**config.mk**
```make
export PLATFORM = sky130hd
export DESIGN_NAME = muldiv_unit_flat
export DESIGN_NICKNAME = d
export VERILOG_FILES = /design/src/rtl/muldiv_unit_if.sv /design/src/rtl/muldiv_unit.sv /design/src/flat_wrapper.sv
export SDC_FILE = /design/constraint.sdc
export NUM_CORES = 1
export LEC_CHECK = 0
export ABC_CLOCK_PERIOD_IN_PS = 13000
export BUFFER_PORTS_ARGS = -buffer_cell sky130_fd_sc_hd__buf_2
export CORE_UTILIZATION = 40
export CTS_CLUSTER_DIAMETER = 200
export DETAILED_ROUTE_END_ITERATION = 8
export MAX_ROUTING_LAYER = met4
export SLEW_MARGIN = 20
export SYNTH_ARGS = -nofsm -noshare
export SYNTH_HDL_FRONTEND = slang
export SYNTH_SLANG_ARGS = --single-unit
```
**constraint.sdc**
```tcl
create_clock -name clk -period 13 [get_ports clk]
set_input_delay 1.3 -clock clk [delete_from_list [all_inputs] [get_ports clk]]
set_output_delay 1.3 -clock clk [all_outputs]
set_load 0.05 [all_outputs]
```
**src/rtl/muldiv_unit_if.sv**
```systemverilog
// muldiv_unit_if: request/response bundle between the E stage and muldiv_unit.
//   master (E stage):  drives start, funct3, op_a, op_b, flush; observes busy, done, result
//   slave  (unit):     observes the request side; drives busy, done, result
interface muldiv_unit_if #(
    parameter int unsigned XLEN = 32
);
    logic            start;
    logic [2:0]      funct3;
    logic [XLEN-1:0] op_a;
    logic [XLEN-1:0] op_b;
    logic            flush;
    logic            busy;
    logic            done;
    logic [XLEN-1:0] result;

    modport master (
        output start, funct3, op_a, op_b, flush,
        input  busy, done, result
    );

    modport slave (
        input  start, funct3, op_a, op_b, flush,
        output busy, done, result
    );
endinterface

```
**src/rtl/muldiv_unit.sv**
```systemverilog
// muldiv_unit: iterative RV32M multiply/divide unit (radix-2, one step per cycle).
//   clk    rising-edge clock
//   rst_n  synchronous active-low reset
//   bus    slave side of muldiv_unit_if:
//            start/funct3/op_a/op_b  request, accepted only in IDLE without flush
//            flush                   abort the op in flight, result untouched
//            busy                    op in flight (CALC or FIN)
//            done/result             one-cycle done pulse; result holds until next done
module muldiv_unit #(
    parameter int unsigned XLEN     = 32,
    parameter bit          FAST_MUL = 1'b0
) (
    input  logic          clk,
    input  logic          rst_n,
    muldiv_unit_if.slave  bus
);
    localparam int unsigned CntW = $clog2(XLEN + 1);

    typedef enum logic [1:0] {StIdle, StCalc, StFin} state_e;

    state_e              state_q, state_d;
    logic [2:0]          funct3_q, funct3_d;
    logic [XLEN-1:0]     mag_b_q, mag_b_d;
    logic                neg_q, neg_d;
    logic [CntW-1:0]     counter_q, counter_d;
    // Shared accumulator: mul = {high, low} product; div = {remainder, quotient}.
    logic [2*XLEN-1:0]   acc_q, acc_d;
    logic [XLEN-1:0]     result_q, result_d;

    // Operand decode at accept time
    logic            signed_a, signed_b, sign_a, sign_b, is_div;
    logic [XLEN-1:0] mag_a, mag_b;
    logic            div_zero, div_ovf;

    always_comb begin
        is_div   = bus.funct3[2];
        signed_a = (bus.funct3 == 3'b001) || (bus.funct3 == 3'b010) ||
                   (bus.funct3 == 3'b100) || (bus.funct3 == 3'b110);
        signed_b = (bus.funct3 == 3'b001) || (bus.funct3 == 3'b100) ||
                   (bus.funct3 == 3'b110);
        sign_a   = signed_a & bus.op_a[XLEN-1];
        sign_b   = signed_b & bus.op_b[XLEN-1];
        mag_a    = sign_a ? -bus.op_a : bus.op_a;
        mag_b    = sign_b ? -bus.op_b : bus.op_b;
        div_zero = (bus.op_b == '0);
        div_ovf  = signed_a && (bus.op_a == {1'b1, {(XLEN-1){1'b0}}}) && (bus.op_b == '1);
    end

    // One iteration of each algorithm
    logic [XLEN:0]       mul_sum, div_top, div_diff;
    logic [2*XLEN-1:0]   mul_next, div_next;

    always_comb begin
        mul_sum  = {1'b0, acc_q[2*XLEN-1:XLEN]} + (acc_q[0] ? {1'b0, mag_b_q} : '0);
        mul_next = {mul_sum, acc_q[XLEN-1:1]};
        div_top  = acc_q[2*XLEN-1:XLEN-1];
        div_diff = div_top - {1'b0, mag_b_q};
        // Restoring step: keep the subtraction only if it did not borrow
        if (!div_diff[XLEN]) begin
            div_next = {div_diff[XLEN-1:0], acc_q[XLEN-2:0], 1'b1};
        end else begin
            div_next = {acc_q[2*XLEN-2:0], 1'b0};
        end
    end

    // Sign correction and output select. Mul negates the full product so the
    // high half is correct; div negates quotient or remainder on its own.
    logic [2*XLEN-1:0] prod;
    logic [XLEN-1:0]   mul_res, div_sel, div_res, fin_val;

    always_comb begin
        prod    = neg_q ? -acc_q : acc_q;
        mul_res = (funct3_q[1:0] == 2'b00) ? prod[XLEN-1:0] : prod[2*XLEN-1:XLEN];
        div_sel = funct3_q[1] ? acc_q[2*XLEN-1:XLEN] : acc_q[XLEN-1:0];
        div_res = neg_q ? -div_sel : div_sel;
        fin_val = funct3_q[2] ? div_res : mul_res;
    end

    always_comb begin
        state_d   = state_q;
        funct3_d  = funct3_q;
        mag_b_d   = mag_b_q;
        neg_d     = neg_q;
        counter_d = counter_q;
        acc_d     = acc_q;
        result_d  = result_q;

        case (state_q)
            StIdle: begin
                if (bus.start) begin
                    funct3_d  = bus.funct3;
                    mag_b_d   = mag_b;
                    counter_d = CntW'(XLEN);
                    acc_d     = {{XLEN{1'b0}}, mag_a};
                    neg_d     = (bus.funct3[2] && bus.funct3[1]) ? sign_a : (sign_a ^ sign_b);
                    state_d   = StCalc;
                    // Early results are loaded so that FIN's normal select yields them
                    if (is_div && div_zero) begin
                        neg_d   = 1'b0;
                        acc_d   = {bus.op_a, {XLEN{1'b1}}};
                        state_d = StFin;
                    end else if (is_div && div_ovf) begin
                        neg_d   = 1'b0;
                        acc_d   = {{XLEN{1'b0}}, bus.op_a};
                        state_d = StFin;
                    end else if (FAST_MUL && !is_div) begin
                        acc_d   = {{XLEN{1'b0}}, mag_a} * {{XLEN{1'b0}}, mag_b};
                        state_d = StFin;
                    end
                end
            end
            StCalc: begin
                counter_d = counter_q - 1'b1;
                acc_d     = funct3_q[2] ? div_next : mul_next;
                if (counter_q == CntW'(1)) begin
                    state_d = StFin;
                end
            end
            StFin: begin
                result_d = fin_val;
                state_d  = StIdle;
            end
            default: state_d = StIdle;
        endcase

        if (bus.flush) begin
            state_d  = StIdle;
            result_d = result_q;
        end
    end

    always_ff @(posedge clk) begin
        if (!rst_n) begin
            state_q   <= StIdle;
            funct3_q  <= '0;
            mag_b_q   <= '0;
            neg_q     <= 1'b0;
            counter_q <= '0;
            acc_q     <= '0;
            result_q  <= '0;
        end else begin
            state_q   <= state_d;
            funct3_q  <= funct3_d;
            mag_b_q   <= mag_b_d;
            neg_q     <= neg_d;
            counter_q <= counter_d;
            acc_q     <= acc_d;
            result_q  <= result_d;
        end
    end

    // Result is visible in the FIN cycle itself, then held in result_q.
    always_comb begin
        bus.busy   = (state_q != StIdle);
        bus.done   = (state_q == StFin) && !bus.flush;
        bus.result = bus.done ? fin_val : result_q;
    end
endmodule

```
**src/flat_wrapper.sv**
```systemverilog
// flat-port wrapper written by rule: the top's interface ports become plain ports
module muldiv_unit_flat 
#(
    parameter int unsigned XLEN     = 32,
    parameter bit          FAST_MUL = 1'b0
)
  (clk, rst_n, bus_start, bus_funct3, bus_op_a, bus_op_b, bus_flush, bus_busy, bus_done, bus_result);
  muldiv_unit_if #(.XLEN(XLEN)) bus_i ();
  input  logic clk;
  input  logic rst_n;
  input wire logic [$bits(bus_i.start)-1:0] bus_start;
  input wire logic [$bits(bus_i.funct3)-1:0] bus_funct3;
  input wire logic [$bits(bus_i.op_a)-1:0] bus_op_a;
  input wire logic [$bits(bus_i.op_b)-1:0] bus_op_b;
  input wire logic [$bits(bus_i.flush)-1:0] bus_flush;
  output wire logic [$bits(bus_i.busy)-1:0] bus_busy;
  output wire logic [$bits(bus_i.done)-1:0] bus_done;
  output wire logic [$bits(bus_i.result)-1:0] bus_result;
  assign bus_i.start = bus_start;
  assign bus_i.funct3 = bus_funct3;
  assign bus_i.op_a = bus_op_a;
  assign bus_i.op_b = bus_op_b;
  assign bus_i.flush = bus_flush;
  assign bus_busy = bus_i.busy;
  assign bus_done = bus_i.done;
  assign bus_result = bus_i.result;
  muldiv_unit #(.XLEN(XLEN), .FAST_MUL(FAST_MUL)) u_core (.clk(clk), .rst_n(rst_n), .bus(bus_i));
endmodule
```
* Word level (Yosys, flattened, before mapping)
Index checks and enable logic that the tools add are counted.
Storage, ports and cells: flip-flop bits (word level) 140, bits of input ports 71, output and inout bits 34, logic and storage cells 77
Operators by class: add/subtract/negate cells 7, equality and inequality tests 11, mux-type cells 25, bitwise gates (word level) 5, reductions and logical operators 22
Operators by type and width (count):
- $mux W64 | 5
- $mux W32 | 9
- $pmux W64 S2 | 1
- $neg A32 Y32 | 3
- $eq A32 B32 Y1 const B | 2
- $neg A64 Y64 | 1
- $add A32 B33 Y33 | 1
- $sub A33 B32 Y33 | 1
- $logic_not A32 Y1 | 1
- $pmux W6 S2 | 1
- $mux W2 | 4
- $reduce_and A2 Y1 | 4
- $eq A3 B3 Y1 const B | 2
- $eq A6 B1 Y1 const B | 1
- $logic_and A1 B1 Y1 | 6
- $mux W6 | 1
- $sub A6 B1 Y6 const B | 1
- $logic_or A1 B1 Y1 | 5
- $logic_not A2 Y1 | 2
- $pmux W2 S2 | 1
- $reduce_bool A2 Y1 | 2
- $eq A3 B1 Y1 const B | 1
- $eq A3 B2 Y1 const B | 1
- $mux W1 | 3
- 9 further kinds | 11

* Logic depth before layout (Yosys ltp)
Gate-level depths: netlist of the first run.
depth in word-level cells 11, gate-level depth with buffers 15, mapped depth without buffers 12

* Worst setup path after synthesis of the first run
No wires, ideal clock.
path kind register to output, start point register u_core.funct3_q[1], end point output port bus_result[28], arrival time 4.823 ns, required time 11.700 ns, path slack 6.877 ns, stages on the path, launching flop included 15, path buffers 5, path through dfxtp_1 buf_2 clkbuf_1 buf_1 clkbuf_1 buf_1 mux2i_1 ha_1 o2111ai_1 nor4_1 nand2_1 o41ai_1 xor2_1 a21boi_0 a21oi_1
On the way: longest elaborated chain between the ends 5, elaborated cells between the ends (all ways) 7, those cells by class 1 x add/sub; 5 x mux; 1 x reduce/logical
RTL lines:
- start, declared | RTL line muldiv_unit.sv:22 | logic [2:0] funct3_q, funct3_d;
- start signal, assigned | RTL line muldiv_unit.sv:143 | funct3_q <= funct3_d;
- $mux W32 | RTL line muldiv_unit.sv:74 | div_sel = funct3_q[1] ? acc_q[2*XLEN-1:XLEN] : acc_q[XLEN-1:0];
- $neg A32 Y32 | RTL line muldiv_unit.sv:75 | div_res = neg_q ? -div_sel : div_sel;
- $mux W32 | RTL line muldiv_unit.sv:75
- $mux W32 (*) | RTL line muldiv_unit.sv:76 | fin_val = funct3_q[2] ? div_res : mul_res;
- $mux W32 (*) | RTL line muldiv_unit.sv:156 | bus.result = bus.done ? fin_val : result_q;
- end, declared | RTL line flat_wrapper.sv:18 | output wire logic [$bits(bus_i.result)-1:0] bus_result;
Every way passes the cells marked *; elsewhere a longest branch is shown, timed or not.

* Worst setup path in the final report of the first run
start point register u_core.acc_q[0], end point output port bus_result[24]
On the way: longest elaborated chain between the ends 5, elaborated cells between the ends (all ways) 8, those cells by class 2 x add/sub; 6 x mux
RTL lines:
- start, declared | RTL line muldiv_unit.sv:27 | logic [2*XLEN-1:0] acc_q, acc_d;
- start signal, assigned | RTL line muldiv_unit.sv:139 | acc_q <= '0;
- start signal, assigned | RTL line muldiv_unit.sv:147 | acc_q <= acc_d;
- $neg A64 Y64 or $mux W32 (tied branches) | RTL line muldiv_unit.sv:72, muldiv_unit.sv:74
- $mux W64 or $neg A32 Y32 (tied branches) | RTL line muldiv_unit.sv:72, muldiv_unit.sv:75
- $mux W32, on equally long branches | RTL line muldiv_unit.sv:73, muldiv_unit.sv:75
- $mux W32 (*) | RTL line muldiv_unit.sv:76
- $mux W32 (*) | RTL line muldiv_unit.sv:156
Marked as above.

==> impl_results.md, run 1 <==
* Max-Cap Viols at 0
* Busiest grt layer: met2
* TritonCTS Buffers at 17
* Core area at roughly 0.037 mm^2
* Adder-Cell Fraction of Synth Area at 6.180%
* Pre-CTS WS at 7.174 ns
* Synthesized flop and latch total at 140
* WL final at 57130 um
* Worst vdd ir at around 100 uV
* Final Setup Violations at 0
* Post-route cell area at roughly 0.016 mm^2
* Crit path required time at 11.70 ns
* Clk_lat worst skew at 0.46 ns
* Vias in the first global route at 14.97k
* Resize count post-CTS at 0
* Depth of the CTS H-tree at 4
* Dpl cell area at ~0.016 mm^2
* Arrival time at the worst endpoint at slightly below 5 ns
* Total number of vias at roughly 16k
* XOR/XNOR share of the synthesized area at between 10 and 15%
* Syn_area_per_cell at between 7 and 8 um^2
* Static leakage at around 6.3 nW
* Io pins at ~110
* Mux share of post-synthesis cell area at roughly 6%
* Deepest clock path buffer count at 2
* Layout cells sized above 1 at around a tenth
* Pin count of the biggest net entering global routing at 70
* Per-cell routed wire length at approximately 22 um
* Grt ovf at 0
* Num Clock Sinks at 140
* Antenna viol nets, final at 0
* Max-Slew Margin vs Limit at 32.95%
* Worst-case clock skew at 0.006404 ns
* Final HPWL DP at around 43000 um
* Slew @ Worst Pin at between 0.9 and 1 ns
* Most frequent CP cell: a21oi_1
* Compound-gate portion of the synthesized area at 30.22%
* R2r setup slk at approximately 8.5 ns
* Mapped Cells at roughly 2.1k
* Hold_buf cts at 0
* Crit-path max FO at 32
* Residual DRC at 0
* Total Nets Final at about 2.2k
* Largest area contributor in the netlist: dfxtp_1
* Port bufs at roughly 100
* GRT met1 Usage at approximately two fifths
* Hold Fails Final Rpt at 0
* Crit share post-route at a little under half
* Critical path capture point type: output port
* Reg clk slew, reported paths at 0.07 ns
* Cell Rows at 70
* Post-layout min period at 6.129 ns
* Pwr Total at approximately 0.0015 W
* Seq/Total Area, Yosys at 18.66%
* Initial core utilization at between 40% and 50%
* Post-synth cell types at between 80 and 90
* Layout filler cell count at between 3k and 4k
* Final TNS setup at 0 ns
* Predominant post-synthesis flop cell: dfxtp_1
* Largest stage delay, worst path at ~0.55 ns
* Grt met3 use at 4.229%
* Synth async-reset ratio at 0%
* Initial DRC Count at around 1.5k
* Global-route usage over all layers at between 30% and 40%
* Largest family of logic cells by synthesized area: compound AO/OA/AOI/OAI gates
* RSZ-0062 raised after global routing: no
* Top post-synthesis cells by area: dfxtp_1 19%, nor2_1 6.0%, ha_1 5.9%
* Total Die Area at roughly 0.038 mm^2
* Power Dens Cells at ~93 mW/mm^2
* Crit Path Category: reg2out
* Root Buffer Master: clkbuf_16
* FMAX at ~0.16 GHz
* Slew Viols, Final at 0
* Hold crit path type: reg2reg
* Critical path's slowest cell: clkinv_1
* Die span in x at 195.8 um
* Die Y at 195.8 um
* Startpoint types: flip-flop
* RePlAce Congestion at a little under 1
* CP cell instances: clkinv_1 > ha_1 > or4b_1 > nor4_1 > nand4_1 > o31ai_1 > o21ai_0 > xnor2_1 > a211oi_1 > a21oi_1 > a21oi_1 > buf_2
* First-pass GRT wire length at around 88000 um
* Simple-Gate Fraction of Synth Area at 21.88%
* Syn Nets at ~2.2k
* Ys Warns at 0
* Status: finished, final reports clean
* Synth-to-Final Area Change at 8.795%
* Met2 Usage GRT at 48.04%
* Yosys top cell area share at a little under a fifth
* Post-synth EDFFs at 0
* Final setup margin at 6.871 ns
* Setup Buffers After CTS at 0
* Post-Syn Area at about 0.015 mm^2
* TritonRoute pass-1 iters at 6
* Initial antenna violation count at 1
* Vias per std cell at 6.259
* CTS tree: built
[placed cells by master (no fill, tap or decap), types with 33 or more instances in the layout]
| master | netlist | final |
|---|---|---|
| nand3_1 | 49 | 49 |
| mux2i_1 | 75 | 75 |
| nand2_1 | 157 | 156 |
| inv_1 | 59 | 58 |
| o21ai_0 | 116 | 116 |
| a21oi_1 | 176 | 176 |
| a31oi_1 | 35 | 35 |
| nor3_1 | 47 | 47 |
| ha_1 | 71 | 71 |
| dfxtp_1 | 140 | 137 |
| xnor2_1 | 95 | 95 |
| xor2_1 | 97 | 97 |
| a311oi_1 | 33 | 33 |
| a21o_1 | 37 | 37 |
| o31ai_1 | 38 | 38 |
| nor2_1 | 240 | 237 |
| buf_2 | 9 | 104 |
| a211oi_1 | 55 | 55 |
[cell type report]
type / instances / area, um^2 / area share [%]
multi-input combinational: 1724 / 11340 / 69.39
timing repair buffer: 130 / 715.7 / 4.379
antenna: 2 / 5.005 / 0.03062
clock inverter: 13 / 205.2 / 1.255
clock buffer: 19 / 452.9 / 2.771
sequential: 140 / 2811 / 17.20
inverter: 60 / 226.5 / 1.386
tap: 468 / 585.6 / 3.583
[state kept, by name (all words and copies together), names as in the netlist]
| signal | cells |
|---|---|
| u_core.counter_q | 6 |
| u_core.funct3_q | 3 |
| u_core.state_q | 2 |
| u_core.acc_q | 64 |
| u_core.result_q | 32 |
| u_core.mag_b_q | 32 |
| u_core.neg_q | 1 |
[final timing paths]
path,start,endpoint,depth (start not counted)
setup / recovery,u_core.acc_q[0],bus_result[24],12
hold / removal,u_core.counter_q[5],u_core.counter_q[5],1
setup reg to reg,u_core.acc_q[0],u_core.acc_q[61],12
hold reg to reg,u_core.counter_q[5],u_core.counter_q[5],1
[cells by family (layout without fill, tap and decap cells)]
| family | count (synthesis) | in the layout |
|---|---|---|
| compound gates | 686 | 686 |
| simple gates | 686 | 686 |
| buf+inv | 234 | 222 |
| xor+xnor | 192 | 192 |
| flops | 140 | 140 |
| mux | 87 | 87 |
| fa+ha+maj | 73 | 73 |
| other cells | 0 | 2 |
[per-stage QoR]
| step | utilization, % | cells | hold WS, ns |
|---|---|---|---|
| 4_1_cts | 44.42 | 2554 | 0.4777 |
| 6_report | 44.43 | 2556 | 0.4762 |
| 5_1_grt | 44.43 | 2555 | 0.4962 |
| 2_1_floorplan | - | 2098 | 0.4363 |
| 3_5_place_dp | 42.63 | 2522 | 0.4603 |
| 3_3_place_gp | 42.63 | 2522 | 0.4530 |
[power by group]
group | internal [W] | leakage (nW) | total [W] | switching, W
clock | 0.000337 | 0.320 | 0.000562 | 0.000225
sequential | 0.000451 | 1.15 | 0.000498 | 0.0000469
combinational | 0.000166 | 4.84 | 0.000457 | 0.000291
[worst max-delay path: cells and delay by family, from the launching register on]
family | cells | cell delay (ns)
AOI/OAI and AO/OA | 5 | 1.38
and+or+nand+nor | 3 | 1.36
buffers and inverters | 2 | 0.82
DFF | 1 | 0.35
adders and majority gates | 1 | 0.30
xor gates and xnor gates | 1 | 0.18
[per-layer routing]
layer  vias up  wire length (um)
met4         0              1647
met3        97              3897
met2       658             26110
li1       7684                 -
met1      7558             25470
met5         -                 0
[synth_stat cells, types with 31 or more instances]
library cell  number
nor2_1           240
a21oi_1          176
nand2_1          157
clkbuf_1         144
dfxtp_1          140
o21ai_0          116
xor2_1            97
xnor2_1           95
mux2i_1           75
ha_1              71
inv_1             59
a211oi_1          55
nand3_1           49
nor3_1            47
o31ai_1           38
a21o_1            37
a31oi_1           35
a311oi_1          33
and2_1            31
No activity file was read; power rests on OpenSTA's default activity.
==> inputs of run 2 (changes only) <==
--- a/config.mk
+++ b/config.mk
@@ -5,7 +5,7 @@
 export SDC_FILE = /design/constraint.sdc
 export NUM_CORES = 1
 export LEC_CHECK = 0
-export ABC_CLOCK_PERIOD_IN_PS = 13000
+export ABC_CLOCK_PERIOD_IN_PS = 5100
 export BUFFER_PORTS_ARGS = -buffer_cell sky130_fd_sc_hd__buf_2
 export CORE_UTILIZATION = 40
 export CTS_CLUSTER_DIAMETER = 200
==> constraint.sdc (replaced) <==
create_clock -name clk -period 5.1 [get_ports clk]
set_input_delay 0.51 -clock clk [delete_from_list [all_inputs] [get_ports clk]]
set_output_delay 0.51 -clock clk [all_outputs]
set_load 0.05 [all_outputs]
==> run 2 against run 1 <==
- die area unchanged
- routed wire length up 3.4%
- first-iteration DRC count down 9.4%
- final cell count up 0.70%
- clock power up 140%
- critical path type unchanged
- highest routed layer unchanged
==> impl_results.md, run 2 (synthesis gave the netlist of run 1 again) <==
* TritonCTS Buffers at 17 (unchanged)
* Status: finished, final reports clean
* First-pass GRT wire length at 89780 um (+2.3%)
* Final TNS setup at 0 ns (unchanged)
* Antenna viol nets, final at 0 (unchanged)
* Pin count of the biggest net entering global routing at 85 (+21%)
* Grt ovf at 0 (unchanged)
* Initial core utilization at 40.84% (unchanged)
* Top reg by flops: u_core.acc_q
* Crit path required time at 4.59 ns (-7.11 ns)
* Cell Rows at 70 (unchanged)
* Critical path's slowest cell: a221oi_1
* Clk_lat worst skew at 0.46 ns (about the same)
* Worst-case clock skew at 0.01174 ns (+0.005332 ns)
* Slew @ Worst Pin at 1.031 ns (+0.03412 ns)
* Reg power frac at 33.1% (+0.3 points)
* Setup Buffers After CTS at 0 (unchanged)
* Static leakage at 6.369 nW (+1.0%)
* Num Clock Sinks at 140 (unchanged)
* Reg clk slew, reported paths at 0.07 ns (about the same)
* Resize count post-CTS at 0 (unchanged)
* Layout filler cell count at 3824 (-0.47%)
* Die Y at 195.8 um (unchanged)
* Switch Pwr at 0.001435 W (+150%)
* Worst vdd ir at 247.7 uV (+140%)
* Largest registers: u_core.acc_q (64), u_core.mag_b_q (32), u_core.result_q (32)
* Max-Slew Margin vs Limit at 31.03% (-1.9 points)
* CP cell instances: inv_1 > ha_1 > or4b_1 > nor4_1 > nand4_1 > buf_4 > o41ai_1 > xnor2_1 > nand2_1 > a221oi_1 > a21o_1 > buf_2
* Max reg flops at 64 (unchanged)
* Startpoint types: flip-flop
* Per-cell routed wire length at 22.96 um (+2.7%)
* Total Die Area at 0.03834 mm^2 (unchanged)
* Depth of the CTS H-tree at 4 (unchanged)
* Hold crit path type: in2reg
* Most frequent cells in the layout: 237 x nor2_1, 174 x a21oi_1, 156 x nand2_1
* Hold Startpoint: bus_flush
* Post-route cell area at 0.01645 mm^2 (+0.62%)
* Dpl cell area at 0.01584 mm^2 (+1.0%)
* WL final at 59090 um (+3.4%)
* Global-route usage over all layers at 31.26% (+1.0 points)
* Max-Cap Viols at 0 (unchanged)
* Hold Fails Final Rpt at 0 (unchanged)
* Layout cells sized above 1 at 11.31% (+0.81 points)
* Crit Path Category: reg2out
* Initial antenna violation count at 1 (unchanged)
* Power Dens Cells at 230.4 mW/mm^2 (+150%)
* Fin util at 44.71% (+0.28 points)
* Post-layout min period at around 5 ns
* Switching Share at 37.87% (+0.78 points)
* RePlAce Congestion at 0.9670 (-2.0%)
* Total Nets Final at 2236 (+0.86%)
* Total number of vias at 16.16k (+1.0%)
* Final HPWL DP at 44970 um (+4.7%)
* Clk pwr share at 35.2% (-1.9 points)
* Crit share post-route at a little over nine tenths
* Worst Setup SP: u_core.acc_q[0]
* TritonRoute pass-1 iters at 5 (-1)
* Vias per std cell at 6.279 (+0.32%)
* Root Buffer Master: clkbuf_16
* Port bufs at 104 (unchanged)
* Residual DRC at 0 (unchanged)
* Critical path capture point type: output port
* Initial DRC Count at 1356 (-9.4%)
* Core area at 0.03679 mm^2 (unchanged)
* Synth-to-Final Area Change at 9.470%
* CTS tree: built
* Final Setup Violations at 0 (unchanged)
* Crit-path max FO at 8 (-75%)
* Deepest clock path buffer count at 2 (unchanged)
* Io pins at 105 (unchanged)
* FMAX at ~0.2 GHz
* Slew Viols, Final at 0 (unchanged)
* FF-to-FF Start: u_core.acc_q[32]
* Vias in the first global route at 15.09k (+0.75%)
* Arrival time at the worst endpoint at 4.38 ns (-0.45 ns)
* Hold_buf cts at 0 (unchanged)
* P_int at 0.002354 W (+150%)
* RSZ-0062 raised after global routing: no
* Die span in x at 195.8 um (unchanged)
* Combinational share of power at 31.7% (+1.6 points)
* R2r setup slk at 1.01 ns (-7.46 ns)
* Most common cell after layout, fill and taps aside: nor2_1
* Largest stage delay, worst path at 0.71 ns (+0.16 ns)
-- run 2: cell types whose count changed in the layout (fill, tap and decap cells not counted), sizes merged --
cell      before  now
diode          2    1
inv           63   60
buf          130  149
bufinv         4    3
clkinvlp       1    4
clkinv         5    6
-- run 2: area by class of cell --
class	instances	area [um^2]	area share [%]
Clock inverter	13	168.9	1.027
Multi-Input combinational cell	1724	11350	69.01
Antenna cell	1	2.502	0.01522
Sequential cell	140	2809	17.08
Timing Repair Buffer	149	870.8	5.295
Tap cell	468	585.6	3.561
Inverter	60	226.5	1.377
Clock buffer	19	432.9	2.632
-- run 2: path summary, 6_finish.rpt --
path,end,depth (start not counted)
worst max-delay path,bus_result[22],12
worst min-delay path,u_core.state_q[0],3
worst max register to register,u_core.acc_q[44],12
worst min register to register,u_core.mag_b_q[31],2
-- run 2: routing by layer --
| metal | up-vias | global-route usage [%] | part of all wire (%) |
|---|---|---|---|
| li1 | 7713 | - | - |
| met1 | 7750 | 40.42 | 45 |
| met2 | 619 | 49.87 | 46 |
| met3 | 79 | 3.696 | 5.9 |
| met4 | 0 | 11.69 | 3.3 |
| met5 | - | - | 0 |
-- run 2: critical path, delay by kind of cell (launching register included) --
kind                       cells  cell delay [ns]
AOI/OAI and AO/OA              3             1.32
and+or+nand+nor                4             1.33
DFF                            1             0.36
adders and majority gates      1             0.19
buffers and inverters          3             0.58
xor gates and xnor gates       1             0.17
-- run 2: stage by stage --
stage,worst slack (ns),hold WS [ns],total power (W),instances
after floorplan,0.05089,0.4363,0.002080,2098
after global placement,0.7085,0.4605,0.002448,2541
after detailed placement,0.6431,0.4654,0.002452,2541
after CTS,0.1515,0.3406,0.003782,2573
after global routing,0.04920,0.3686,0.003955,2574
final,0.2070,0.3515,0.003789,2574
-- run 2: power by group through the flow --
stage | sequential [W] | clock [W] | combinational, W
CTS | 0.00125 | 0.00135 | 0.00118
finish | 0.00125 | 0.00133 | 0.00120
detailed placement | 0.00127 | 0 | 0.00118
global placement | 0.00127 | 0 | 0.00118
floorplan | 0.00120 | 0 | 0.000881
global route | 0.00126 | 0.00139 | 0.00130
==> inputs of run 3 (changes only) <==
--- a/config.mk
+++ b/config.mk
@@ -7,10 +7,11 @@
 export LEC_CHECK = 0
 export ABC_CLOCK_PERIOD_IN_PS = 5100
 export BUFFER_PORTS_ARGS = -buffer_cell sky130_fd_sc_hd__buf_2
-export CORE_UTILIZATION = 40
+export CORE_UTILIZATION = 55
 export CTS_CLUSTER_DIAMETER = 200
 export DETAILED_ROUTE_END_ITERATION = 8
 export MAX_ROUTING_LAYER = met4
+export PLACE_DENSITY = 0.77
 export SLEW_MARGIN = 20
 export SYNTH_ARGS = -nofsm -noshare
 export SYNTH_HDL_FRONTEND = slang
==> run 3 against run 2 <==
- power down 2.3%
- final area down 1.7%
- hold slack better by 0.0037 ns
- non-clock buffer count down 12
- clock power down 5%
- register-to-register slack better by 0.02 ns
- combinational power about the same
- critical path depth down 2
- global-route usage up 7.6 points
- utilization up 15 points
- final cell count down 5.4%
- clock-buffer cell count down 2
- critical path type unchanged
- largest cell class unchanged
==> impl_results.md, run 3 (synthesis gave the netlist of run 1 again) <==
* Depth of the CTS H-tree at 4 (unchanged)
* Critical path capture point type: output port
* Global-route usage over all layers at 38.86% (+7.6 points)
* Fin util at 60.15% (+15 points)
* Crit share post-route at 90.54% (-5.4 points)
* Initial DRC Count at 2255 (+66%)
* Max-Cap Viols at 0 (unchanged)
* Layout filler cell count at 2477 (-35%)
* Critical path's slowest cell: or4_4
* R2r setup slk at 1.03 ns (+0.02 ns)
* Vias per std cell at 6.671 (+6.2%)
* Largest registers: u_core.acc_q (64), u_core.mag_b_q (32), u_core.result_q (32)
* FMAX at 0.2166 GHz (+6.0%)
* Hold Fails Final Rpt at 0 (unchanged)
* Post-route cell area at 0.01617 mm^2 (-1.7%)
* Total Nets Final at 2224 (-0.54%)
* WL final at 54010 um (-8.6%)
* Residual DRC at 0 (unchanged)
* Antenna viol nets, final at 0 (unchanged)
* Final Setup Violations at 0 (unchanged)
* Num Clock Sinks at 140 (unchanged)
* Initial core utilization at 55.90% (+15 points)
* Top reg by flops: u_core.acc_q
* Dpl cell area at 0.01559 mm^2 (-1.6%)
* Static leakage at 6.308 nW (-0.95%)
* Switch Pwr at 0.001473 W (+2.6%)
* R2R cell count at 13 (+1)
* Worst vdd ir at 247.1 uV (-0.23%)
* CP cell instances: or4_4 > or4_4 > or4_4 > or4b_4 > o21ai_0 > xor2_1 > o21ai_0 > o21ai_1 > a21oi_1 > buf_2
* Hold Path End: u_core.state_q[0]
* Diodes inserted at 0 (-1)
* TritonCTS Buffers at 17 (unchanged)
* Final HPWL DP at 40310 um (-10%)
* Grt ovf at 0 (unchanged)
* Status: finished, final reports clean
* Most frequent cells in the layout: 238 x nor2_1, 174 x a21oi_1, 156 x nand2_1
* Hold crit path type: in2reg
* Per-cell routed wire length at 22.19 um (-3.3%)
* Combinational share of power at 31.8% (about the same)
* Most frequent CP cell: or4_4
* Reg power frac at 34.1% (+1.0 points)
* Switching Share at 39.78% (+1.9 points)
* Vias in the first global route at 14.70k (-2.6%)
* Resize count post-CTS at 0 (unchanged)
* Initial antenna violation count at 1 (unchanged)
* Synth-to-Final Area Change at 7.604%
* Startpoint types: flip-flop
* Final TNS setup at 0 ns (unchanged)
* Most common cell after layout, fill and taps aside: nor2_1
* Deepest clock path buffer count at 2 (unchanged)
* Layout Cells excl Fill at 2434 (-5.4%)
* Power Dens Cells at 229.0 mW/mm^2 (-0.62%)
* Pin count of the biggest net entering global routing at 110 (+29%)
* First-pass GRT wire length at 82910 um (-7.7%)
* Die span in x at 167.3 um (-15%)
* Hold_buf cts at 0 (unchanged)
* Cell Rows at 60 (-14%)
* Crit path required time at 4.59 ns (about the same)
* Worst hold path cell count at 3 (unchanged)
* P_int at 0.002229 W (-5.3%)
* Max reg flops at 64 (unchanged)
* Total number of vias at 16.24k (+0.46%)
* Worst Setup SP: u_core.acc_q[6]
* Max-Slew Margin vs Limit at 32.90% (+1.9 points)
* TritonRoute pass-1 iters at 6 (+1)
* CTS tree: built
* Met2 Usage GRT at 61.14% (+11 points)
* Clk pwr share at 34.1% (-1.1 points)
* Final setup margin at 0.4827 ns (+0.2756 ns)
* GRT met1 Usage at 49.46% (+9.0 points)
* Hold Startpoint: bus_flush
* RSZ-0062 raised after global routing: no
* Dpl cells at 2402 (-5.5%)
* Slew Viols, Final at 0 (unchanged)
* Setup Buffers After CTS at 0 (unchanged)
* Slew @ Worst Pin at 1.003 ns (-0.02785 ns)
* FF-to-FF Start: u_core.acc_q[31]
* Area of the multi-input gates at 0.01135 mm^2 (about the same)
* Largest stage delay, worst path at 0.59 ns (-0.12 ns)
* Total Die Area at 0.02798 mm^2 (-27%)
* Core area at 0.02688 mm^2 (-27%)
* Root Buffer Master: clkbuf_16
* Worst-case clock skew at 0.01206 ns (+0.0003223 ns)
* Arrival time at the worst endpoint at 4.11 ns (-0.27 ns)
* Crit Path Category: reg2out
* RePlAce Congestion at 1.077 (+11%)
* Reg clk slew, reported paths at 0.07 ns (about the same)
* Post-layout min period at 4.617 ns (-0.2756 ns)
* Io pins at 105 (unchanged)
* Grt met3 use at 4.892% (+1.2 points)
* Layout cells sized above 1 at 10.85% (-0.46 points)
* Busiest grt layer: met2
* Register area at 0.002809 mm^2 (unchanged)
* Port bufs at 104 (unchanged)
* Pre-CTS WS at 0.9890 ns (+0.3460 ns)
* Crit-path max FO at 9 (+1)
* Clk_lat worst skew at 0.45 ns (about the same)
* RR Endpoint: u_core.acc_q[37]
* Die Y at 167.3 um (-15%)
run 3: worst max-delay path, delay by kind of cell, from the launching register on:
family | cells | cell delay, ns
flops | 1 | 0.40
xor+xnor | 1 | 0.09
buf+inv | 1 | 0.28
simple gates | 4 | 2.15
compound gates | 4 | 0.76
run 3: how the worst max path moves through the flow:
stage / endpoint / depth (start not counted)
after floorplan: bus_result[28] / 14
after global placement: bus_result[16] / 10
after detailed placement: bus_result[16] / 10
after CTS: bus_result[16] / 10
after global routing: bus_result[16] / 12
final: bus_result[16] / 10
run 3: stage by stage:
stage | total power [W] | hold WS (ns)
2_1_floorplan | 0.002080 | 0.4363
3_3_place_gp | 0.002408 | 0.4563
3_5_place_dp | 0.002421 | 0.4711
4_1_cts | 0.003670 | 0.3445
5_1_grt | 0.003852 | 0.3796
6_report | 0.003701 | 0.3551
run 3: layout make-up:
type | instances | share of cell area, %
clock buffers | 17 | 2.632
clock inverters | 15 | 0.9288
inverters | 60 | 1.401
multi-input cells | 1724 | 70.19
flip-flops and latches | 140 | 17.38
well taps | 341 | 2.639
repair buffers | 137 | 4.830
run 3: metal layers:
metal  routed length, um  vias up  share of wire (%)
li1                    -     7695                  -
met1               22170     7550                 41
met2               24200      856                 45
met3                5099      135                9.4
met4                2542        0                4.7
met5                   0        -                  0
run 3: power by group through the flow:
stage	Sequential, W	Combinational, W	Clock (W)
6_report	0.00126	0.00118	0.00126
5_1_grt	0.00127	0.00127	0.00131
4_1_cts	0.00126	0.00115	0.00127
3_5_place_dp	0.00128	0.00114	0
3_3_place_gp	0.00128	0.00113	0
2_1_floorplan	0.00120	0.000881	0
